$ cat config.mk
export PLATFORM = sky130hd
export DESIGN_NAME = count_capture_fifo
export DESIGN_NICKNAME = d
export VERILOG_FILES = /design/src/rtl/count_capture_fifo.sv
export SDC_FILE = /design/constraint.sdc
export NUM_CORES = 1
export LEC_CHECK = 0
export ABC_CLOCK_PERIOD_IN_PS = 2500
export BUFFER_PORTS_ARGS = -buffer_cell sky130_fd_sc_hd__buf_4
export CAP_MARGIN = 40
export CORE_MARGIN = 2
export CORE_UTILIZATION = 35
export CTS_BUF_LIST = sky130_fd_sc_hd__clkbuf_16
export DETAILED_ROUTE_END_ITERATION = 10
export PLACE_DENSITY = 0.55
export SLEW_MARGIN = 20
export SYNTH_ARGS = -nofsm -noshare
export SYNTH_HDL_FRONTEND = slang
export SYNTH_SLANG_ARGS = --single-unit
$ cat constraint.sdc
create_clock -name clk -period 2.5 [get_ports clk]
set_input_delay 0.375 -clock clk [delete_from_list [all_inputs] [get_ports clk]]
set_output_delay 0.375 -clock clk [all_outputs]
set_load 0.005 [all_outputs]
$ cat src/rtl/count_capture_fifo.sv
// count_capture_fifo: captures a free-running counter value into a small
// show-ahead FIFO on request. Write-to-read latency is one cycle. A capture
// that finds the FIFO full with no pop is dropped and sets a sticky overflow flag.
// Optional feature: define COUNT_CAPTURE_WRAP_EN to also capture the count
// automatically when it wraps from all-ones to zero.
module count_capture_fifo #(
  parameter int WIDTH = 4,
  parameter int DEPTH = 4,
  localparam int AW   = $clog2(DEPTH)
) (
  input  logic             clk,
  input  logic             reset,
  input  logic [WIDTH-1:0] count,
  input  logic             capture,
  output logic [WIDTH-1:0] out_data,
  output logic             out_valid,
  input  logic             out_ready,
  output logic [AW:0]      level,
  output logic             full,
  output logic             empty,
  output logic             overflow
);

  logic [DEPTH-1:0][WIDTH-1:0] r_mem;
  logic [AW-1:0]               r_wr_ptr;
  logic [AW-1:0]               r_rd_ptr;
  logic [AW:0]                 r_level;
  logic                        r_overflow;
  logic                        w_cap_req;
  logic                        w_push;
  logic                        w_pop;

`ifdef COUNT_CAPTURE_WRAP_EN
  logic [WIDTH-1:0] r_prev_count;

  // Previous count, used to spot the all-ones -> zero wrap.
  always_ff @(posedge clk or negedge reset) begin
    if (!reset) r_prev_count <= '0;
    else        r_prev_count <= count;
  end

  // A wrap counts as a capture; the stored value is then count, i.e. zero.
  assign w_cap_req = capture || ((r_prev_count == {WIDTH{1'b1}}) && (count == '0));
`else
  assign w_cap_req = capture;
`endif

  assign empty     = (r_level == '0);
  assign full      = (r_level == (AW+1)'(DEPTH));
  assign out_valid = !empty;
  assign level     = r_level;
  assign overflow  = r_overflow;
  assign w_pop     = out_valid && out_ready;
  // A pop frees a slot in the same cycle, so a full FIFO still accepts.
  assign w_push    = w_cap_req && (!full || w_pop);
  // Show-ahead: head entry is visible directly; zero when nothing is stored.
  assign out_data  = empty ? '0 : r_mem[r_rd_ptr];

  // Entry storage: write the current count at the tail on a push.
  always_ff @(posedge clk or negedge reset) begin
    if (!reset)      r_mem <= '0;
    else if (w_push) r_mem[r_wr_ptr] <= count;
  end

  // Pointers wrap naturally since DEPTH is a power of two.
  always_ff @(posedge clk or negedge reset) begin
    if (!reset) begin
      r_wr_ptr <= '0;
      r_rd_ptr <= '0;
    end else begin
      if (w_push) r_wr_ptr <= r_wr_ptr + AW'(1);
      if (w_pop)  r_rd_ptr <= r_rd_ptr + AW'(1);
    end
  end

  // Occupancy: pushes minus pops; simultaneous push and pop leave it unchanged.
  always_ff @(posedge clk or negedge reset) begin
    if (!reset) begin
      r_level <= '0;
    end else begin
      case ({w_push, w_pop})
        2'b10:   r_level <= r_level + (AW+1)'(1);
        2'b01:   r_level <= r_level - (AW+1)'(1);
        default: r_level <= r_level;
      endcase
    end
  end

  // Sticky overflow: set by a capture dropped on a full FIFO.
  always_ff @(posedge clk or negedge reset) begin
    if (!reset)                             r_overflow <= 1'b0;
    else if (w_cap_req && full && !w_pop)   r_overflow <= 1'b1;
  end

endmodule
== After elaboration in Yosys (flattened, before gate mapping) ==
Cells that the tools add are included.

* Multiplexer cells: 7
* $lt $le $gt $ge: 3
* Eq/ne operators: 3
* Add/subtract/negate cells: 4
* Reductions and logical operators: 11

{| class="wikitable"
|+ Operators with widths
! cell !! count
|-
| bitwise mux 16 bit || 1
|-
| 2-to-1 mux 4 bit || 3
|-
| binary-select mux 4 bit (select 2 bit) || 1
|-
| demux 4 bit (select 2 bit) || 1
|-
| < comparator 2 x 3 -> 1 bit (second input constant) || 2
|-
| one-hot mux 3 bit (2 select lines) || 1
|-
| logical AND 1 bit || 5
|-
| adder 2 x 1 -> 2 bit (second input constant) || 2
|-
| adder 3 x 1 -> 3 bit (second input constant) || 1
|-
| equality test 3 bit (second input constant) || 1
|-
| logical NOT 1 bit || 3
|-
| logical NOT 3 bit || 1
|-
| subtractor 3 x 1 -> 3 bit (second input constant) || 1
|-
| equality test 2 x 1 -> 1 bit (second input constant) || 1
|-
| equality test 2 bit (second input constant) || 1
|-
| greater-or-equal comparator 2 x 1 -> 1 bit (second input constant) || 1
|-
| nonzero test 2 bit || 1
|-
| logical OR 1 bit || 1
|}

* Flip-flop bits (word level): 24
* Logic and storage cells: 36
* Output and inout bits: 11
* Input port bits: 8

== Longest topological paths before layout ==
Gate-level depths: netlist (run 1).

* Word-level depth: 7
* Mapped depth: 10
* Gate-level depth less buffers: 9

== Least setup slack after synthesis (run 1) ==
Ideal clock, no wire load.

* Path kind: reg2reg
* From: register r_level[0], in the netlist level[0]
* To: register r_level[2], in the netlist level[2]
* Arrival: 1921 ps
* Library setup time: 79 ps
* Slack: 500 ps
* Path buffers: 0
* Period minus slack after synthesis: 2000 ps
* Data required time: 2421 ps
* Stages on the path, launching flop included: 9
* Cell sequence: dfrtp_1 > nor4b_4 > or2b_2 > ha_1 > inv_1 > fa_1 > xor2_1 > nor2_1 > xor2_1

* Cells in the longest elaborated chain, start to end: 7
* Elaborated cells between the ends (all ways): 13
* Classes of those cells: 2 x add/sub; 3 x eq/ne; 1 x mux; 7 x reduce/logical

{| class="wikitable"
|+ RTL lines
! item !! RTL line !! text
|-
| start: declaration || 27 || <nowiki>logic [AW:0] r_level;</nowiki>
|-
| start signal: assignment || 82 || <nowiki>2'b10: r_level <= r_level + (AW+1)'(1);</nowiki>
|-
| start signal: assignment || 83 || <nowiki>2'b01: r_level <= r_level - (AW+1)'(1);</nowiki>
|-
| start signal: assignment || 84 || <nowiki>default: r_level <= r_level;</nowiki>
|-
| logical NOT 3 bit || 48 || <nowiki>assign empty = (r_level == '0);</nowiki>
|-
| logical NOT 1 bit || 50 || <nowiki>assign out_valid = !empty;</nowiki>
|-
| logical AND 1 bit || 53 || <nowiki>assign w_pop = out_valid && out_ready;</nowiki>
|-
| logical OR 1 bit || 55 || <nowiki>assign w_push = w_cap_req && (!full || w_pop);</nowiki>
|-
| logical AND 1 bit || 55 ||
|-
| equality test 2 x 1 -> 1 bit / equality test 2 bit (equally long branches) || 81 || <nowiki>case ({w_push, w_pop})</nowiki>
|-
| one-hot mux 3 bit (2 select lines) / nonzero test 2 bit (equally long branches) || -- ||
|}

Parallel ways exist; a longest one is shown, timed or not.
A chain may end at the register's enable or synchronous reset.

== Final worst setup path (run 1) ==
* From: register r_level[1], in the netlist level[1]
* To: register r_level[2], in the netlist level[2]

The elaborated chain is that of the path after synthesis.

==> reports/results.tsv, run 1 <==
metric	value	unit
status	finished clean	
grt_pass1_vias	707	
ys_ff_latch	24	
core_area	3280	um^2
cp_slowest_cell	dfrtp_1	
vias	699	
drt_wl_total	2.12	mm
h-tree-depth	1	
cts_num_sinks	24	
synth_compound_area_share	0.739	%
gp_congestion	0.711	
drt_iter0_markers	9	
overflow	0	
slew_headroom	69.0	%
hold_ws	0.0138	ns
hold_violations	0	
post_cts_buffers	0	
dpl.hpwl	1.61	mm
synthSimpleGateAreaFrac	9.50	%
grt_max_degree	25	
ys_warn_count	0	
cts_root_buffer	clkbuf_16	
cts_tree	built	
io_buffers	18	
io_pins	19	
p_leak	0.667	nW
clock_skew	0.00246	ns
r2r_end	level[2]$_DFFE_PN0P_	
route.antenna.remaining_nets	0	
worst_slew_pin_slew	0.463	ns
ys_types	19	
synthAdderAreaFrac	6.97	%
cp.arrival	2.30	ns
synth_xor_area_share	4.44	%
path_class	flip-flop to flip-flop	
start_util	36.1	%
syn-num-nets	101	
postLayoutCoreUtil	44.2	%
postSynthAreaPerCell	13.6	um^2
p_per_area	1330	nW/um^2
chipWidth	62.2	um
finalSetupViolCount	0	
drtPass1Iterations	4	
cp.required	2.68	ns
grt_antenna_before_repair	0	
synth_top_cell_area_share	50.7	%
crit_path_frequent_cell	xor2_1	
clk-insertion-delay-late	0.25	ns
grt_pass1_wl	3.59	mm
dieArea	3870	um^2
min_path_type	primary input to async pin	
synth_top_family_by_area	multiplexers	
netlist_area	1180	um^2
cp-end-kind	flip-flop	
routed_via_density	4.57	
synth_area_leaders	dfrtp_1 51%, mux2_2 16%, mux4_2 7.6%	
synth.area.mux_share	24.6	%
drc	0	
die_h	62.2	um
synthCells	87	
synth_area_leader_cell	dfrtp_1	
cp_max_fo	5	
final_area	1450	um^2
cp.depth	8	
row_count	21	
setup-tns-final	0	ns
cts_buffers	3	
timing.fmax	471	MHz
area_growth	22.4	%
post-route-period-util	85.0	%
clockBufferDepth	2	
hold_buffers	0	
yosysSeqAreaShare	50.7	%
fillerInstances	317	
rsz0062_at_grt	false	
path_clk_slew	0.06	ns
final.min_clock_period	2.12	ns
postPlaceCellArea	1380	um^2
ir_drop	0.329	mV
grt_use_total	12.2	%
cpPeakStageDelay	0.43	ns
rr_startpoint	level[1]$_DFFE_PN0P_	
antenna_cells	0	
fin_nets	123	
path_cells	nor4b_4 > or2b_2 > ha_1 > inv_1 > fa_1 > xor2_1 > nor2_1 > xor2_1	
r2r_cells	8	
reg2reg_slack	0.38	ns
maxCapViolations	0	
slew_violations	0	
crit_buf_inv	1	
drive_gt1_share	43.0	%
critPathLaunchType	flip-flop	
crit_family	simple AND/OR/NAND/NOR gates	
routedWlPerCell	13.9	um
cts_resized	0	
## worst reg2reg max path, cell delays in order (launching register included)
cell	delay, ns
dfrtp_1	0.43
nor4b_4	0.38
or2b_2	0.22
ha_1	0.19
inv_1	0.06
fa_1	0.37
xor2_1	0.15
nor2_1	0.11
xor2_1	0.14
## flip-flops by register name, summed over array words and instances, names as in the netlist
signal    flops
r_mem        16
overflow      1
r_rd_ptr      2
level         3
r_wr_ptr      2
## metrics by stage
stage               power (W)  setup slack [ns]  instances
floorplan             0.00129             0.500         87
global placement      0.00159             0.411        150
detailed placement    0.00163             0.354        150
CTS                   0.00197             0.342        153
global route          0.00209             0.221        153
finish                0.00193             0.376        153
## layout make-up
type	count	area (um^2)	area share, %
clock buffer	3	75.1	5.18
inverter	7	26.3	1.81
multi-input combinational	54	548	37.8
sequential	24	601	41.4
tap	46	57.6	3.97
timing repair buffer	19	143	9.84
## metal layers
layer  vias up  track usage [%]  part of all wire, %
li1        334                -                    -
met1       356             15.6                   47
met2         7             20.1                   50
met3         2             2.54                  1.9
met4         0             5.00                  1.3
met5         -                0                    0
## cells by family (layout without fill, tap and decap cells)
family	after synthesis	count (layout)
flops	24	24
mux	22	22
simple gates	19	19
buf+inv	9	29
fa+ha+maj	6	6
xor+xnor	6	6
compound gates	1	1
## where the power goes
| group | switching [W] | internal (W) |
|---|---|---|
| clock network | 0.000123 | 0.000211 |
| registers | 0.000166 | 0.000592 |
| logic | 0.000294 | 0.000545 |
| total | 0.000584 | 0.00135 |
## cell usage in the layout (no fill, tap or decap), drive strengths merged
cell     n
dfrtp   24
buf     19
mux2    17
inv      7
nor2     6
ha       5
mux4     4
and2     4
nand2    4
xnor2    3
xor2     3
clkbuf   3
and3     1
or3      1
nor4b    1
or2b     1
nand3    1
a31o     1
mux2i    1
fa       1
## how the worst max path moves through the flow
| stage | end | start |
|---|---|---|
| after floorplan | level[2]$_DFFE_PN0P_ | level[0]$_DFFE_PN0P_ |
| after global placement | level[2]$_DFFE_PN0P_ | level[1]$_DFFE_PN0P_ |
| after detailed placement | level[2]$_DFFE_PN0P_ | out_ready |
| after CTS | level[2]$_DFFE_PN0P_ | level[1]$_DFFE_PN0P_ |
| after global routing | level[2]$_DFFE_PN0P_ | level[1]$_DFFE_PN0P_ |
| final | level[2]$_DFFE_PN0P_ | level[1]$_DFFE_PN0P_ |
## synth_stat cells
cell type,instances
nand3_1,1
xor2_1,3
xnor2_1,3
buf_2,2
mux2_2,17
ha_1,5
or2b_2,1
and2_1,4
nor2_1,6
a31o_2,1
nand2_1,4
or3_1,1
and3_1,1
fa_1,1
dfrtp_1,24
nor4b_4,1
inv_1,7
mux4_2,4
mux2i_1,1
(Power assumes the default switching activity.)
==> inputs of run 2 (changes only) <==
--- a/config.mk
+++ b/config.mk
@@ -5,14 +5,15 @@
 export SDC_FILE = /design/constraint.sdc
 export NUM_CORES = 1
 export LEC_CHECK = 0
-export ABC_CLOCK_PERIOD_IN_PS = 2500
+export ABC_AREA = 1
+export ABC_CLOCK_PERIOD_IN_PS = 1900
 export BUFFER_PORTS_ARGS = -buffer_cell sky130_fd_sc_hd__buf_4
 export CAP_MARGIN = 40
 export CORE_MARGIN = 2
 export CORE_UTILIZATION = 35
 export CTS_BUF_LIST = sky130_fd_sc_hd__clkbuf_16
 export DETAILED_ROUTE_END_ITERATION = 10
-export PLACE_DENSITY = 0.55
+export PLACE_DENSITY = 0.56
 export SLEW_MARGIN = 20
 export SYNTH_ARGS = -nofsm -noshare
 export SYNTH_HDL_FRONTEND = slang
==> constraint.sdc (replaced) <==
create_clock -name clk -period 1.9 [get_ports clk]
set_input_delay 0.285 -clock clk [delete_from_list [all_inputs] [get_ports clk]]
set_output_delay 0.285 -clock clk [all_outputs]
set_load 0.005 [all_outputs]
==> reports/results.tsv, run 2 <==
metric	value	unit	change
ys_warn_count	0		unchanged
use_met3	2.08	%	-0.45 points
routed_via_density	4.86		+6.3%
min_from	capture		
synthArstFlopShare	100	%	unchanged
mostFrequentLayoutCell	nand2_1		
final.min_clock_period	1.77	ns	-0.359 ns
io_buffers	18		unchanged
grt_util_met2	24.1	%	+4.0 points
cts_num_sinks	24		unchanged
switching_power	0.00102	W	+75%
drt_iter0_markers	57		+48
die_h	64.9	um	+4.4%
grt_max_degree	25		unchanged
yosysSeqAreaShare	46.2	%	-4.4 points
synth_area_leaders	dfrtp_1 46%, nand2_1 16%, nand4_1 7.7%		
dieArea	4210	um^2	+9.0%
min_to	r_wr_ptr[1]$_DFFE_PN0P_		
synth_top_cell_area_share	46.2	%	-4.4 points
clock_skew	0.00229	ns	-0.000175 ns
grt_use_total	14.9	%	+2.7 points
synth-edff-count	0		unchanged
cts_buffers	3		unchanged
vias	1098		+57%
post-route-period-util	92.9	%	+7.9 points
top_register	r_mem		
maxCapViolations	0		unchanged
min_path_type	primary input to flip-flop		
path_clk_slew	0.06	ns	about the same
synthCells	156		+79%
row_count	22		+4.8%
gp_congestion	0.779		+9.6%
hold_violations	0		unchanged
chipWidth	64.9	um	+4.4%
path_cells	nor2_4 > nand3_4 > nand2_4 > ha_1 > inv_1 > fa_2 > nand2_1 > nand3b_1 > xor2_1		
power.internal	0.00161	W	+20%
p_total	0.00264	W	+37%
start_util	36.0	%	-0.060 points
cpPeakStageDelay	0.41	ns	-0.02 ns
critPathLaunchType	flip-flop		
ir_drop	0.591	mV	+80%
yosysMostFrequentCell	nand2_1		
finalSetupViolCount	0		unchanged
dpl.hpwl	2.13	mm	+32%
syn-num-nets	170		+68%
rsz0062_at_grt	false		
drtPass1Iterations	4		unchanged
r2r_end	level[2]$_DFFE_PN0P_		
grt_antenna_before_repair	0		unchanged
worst_slew_pin_slew	0.342	ns	-0.121 ns
combPwrFrac	46.9	%	+3.5 points
drc	0		unchanged
cp_slowest_cell	dfrtp_1		
status	finished clean		
cp.arrival	1.91	ns	-0.39 ns
dp.cells	221		+47%
cts_root_buffer	clkbuf_16		
sw_frac_of_total	38.8	%	+8.6 points
slew_headroom	77.2	%	+8.2 points
fin_nets	194		+58%
core_area	3610	um^2	+9.8%
routedWlPerCell	12.6	um	-9.5%
path_class	flip-flop to flip-flop		
cts_tree	built		
seqPwrFrac	36.1	%	-3.2 points
antenna_cells	0		unchanged
p_per_area	1660	nW/um^2	+25%
cp.required	2.04	ns	-0.64 ns
grt_pass1_wl	4.84	mm	+35%
route.antenna.remaining_nets	0		unchanged
drt_wl_total	2.84	mm	+34%
p_leak	0.824	nW	+24%
mostFrequentLayoutCells	56 x nand2_1, 24 x dfrtp_1, 23 x buf_4		
final_area	1580	um^2	+9.2%
slew_violations	0		unchanged
worstHoldPathCells	4		
ys.flop_type	dfrtp_1		
clock_power_share	17.0	%	-0.3 points
io_pins	19		unchanged
clockBufferDepth	2		unchanged
synth_commonest_cells	57 x nand2_1, 24 x dfrtp_1, 16 x nand4_1		
postPlaceCellArea	1490	um^2	+8.1%
synth_area_leader_cell	dfrtp_1		
ys_types	22		+3
netlist_area	1300	um^2	+9.6%
rr_startpoint	level[0]$_DFFE_PN0P_		
reg2reg_slack	0.13	ns	-0.24 ns
r2r_cells	9		+1
postSynthAreaPerCell	8.33	um^2	-39%
use_met1	20.1	%	+4.5 points
largest_reg_flops	16		unchanged
clk-insertion-delay-late	0.25	ns	about the same
instances_no_fill	226		+48%
h-tree-depth	1		unchanged
ys_ff_latch	24		unchanged
area_growth	22.0	%	
overflow	0		unchanged
grt_pass1_vias	1042		+47%
timing.fmax	566	MHz	+20%
setup-tns-final	0	ns	unchanged
cp_max_fo	3		-2
drive_gt1_share	19.1	%	-24 points
grt_busiest_layer	met2		
cp-end-kind	flip-flop		
## run 2: changes by cell type after synthesis, sizes merged, moves of 6 or more
cell	delta
inv	+6
nand2	+55
nand4	+16
mux2	-17
o21ai	+6
nand3	+6
## run 2: how the worst max path moves through the flow
stage / from / end
after floorplan: level[1]$_DFFE_PN0P_ / level[2]$_DFFE_PN0P_
after global placement: level[2]$_DFFE_PN0P_ / level[2]$_DFFE_PN0P_
after detailed placement: level[2]$_DFFE_PN0P_ / level[2]$_DFFE_PN0P_
after CTS: level[0]$_DFFE_PN0P_ / level[2]$_DFFE_PN0P_
after global routing: level[0]$_DFFE_PN0P_ / level[2]$_DFFE_PN0P_
final: level[0]$_DFFE_PN0P_ / level[2]$_DFFE_PN0P_
## run 2: kinds of logic (layout without fill, tap and decap cells)
family / after synthesis / in the layout / share of synthesized area, %
xor gates and xnor gates: 4 / 4 / 2.70
DFF: 24 / 24 / 46.2
buffers and inverters: 18 / 40 / 6.65
adders and majority gates: 6 / 6 / 6.36
and+or+nand+nor: 93 / 93 / 33.3
AOI/OAI and AO/OA: 11 / 11 / 4.72
## run 2: layout make-up
type,count,area (um^2)
clock buffers,3,75.1
fillers,352,2020
inverters,13,48.8
multi-input cells,114,617
flip-flops and latches,24,601
well taps,48,60.1
repair buffers,24,183
## run 2: worst max-delay path: cells and delay by family (launching register included)
family,cells,cell delay [ns]
buffers and inverters,1,0.07
AND/OR/NAND/NOR,5,0.50
adder cells (fa/ha/maj),2,0.51
XOR/XNOR,1,0.15
flip-flops,1,0.41
## run 2: metal layers
| metal | wire length, um | share of wire, % | up-vias |
|---|---|---|---|
| met5 | 0 | 0 | - |
| met4 | 46 | 1.6 | 0 |
| met3 | 68 | 2.4 | 5 |
| met2 | 1360 | 48 | 15 |
| met1 | 1370 | 48 | 521 |
| li1 | - | - | 557 |
## run 2: power groups by stage
stage | Sequential [W] | Combinational [W] | Clock (W)
floorplan | 0.000905 | 0.000803 | 0
global placement | 0.000957 | 0.00118 | 0
detailed placement | 0.000966 | 0.00120 | 0
CTS | 0.000952 | 0.00123 | 0.000455
global route | 0.000985 | 0.00142 | 0.000469
finish | 0.000951 | 0.00124 | 0.000449
## run 2: what timing repair did
item	in CTS	in global routing
pin swaps	0	1
resized for setup	0	3
buffers inserted	1	0
hold buffers	1	0
endpoints found under the hold margin	24	0
setup endpoints to repair	1	2
gates cloned	0	0
## run 2: stage by stage
| stage | hold WS (ns) | utilization, % | setup slack (ns) |
|---|---|---|---|
| finish | 0.322 | 43.9 | 0.135 |
| global route | 0.336 | 43.9 | 0.00373 |
| CTS | 0.327 | 43.8 | 0.0592 |
| detailed placement | 0.205 | 41.2 | 0.00983 |
| global placement | 0.204 | 41.2 | 0.155 |
| floorplan | -0.0106 | - | 0.0371 |
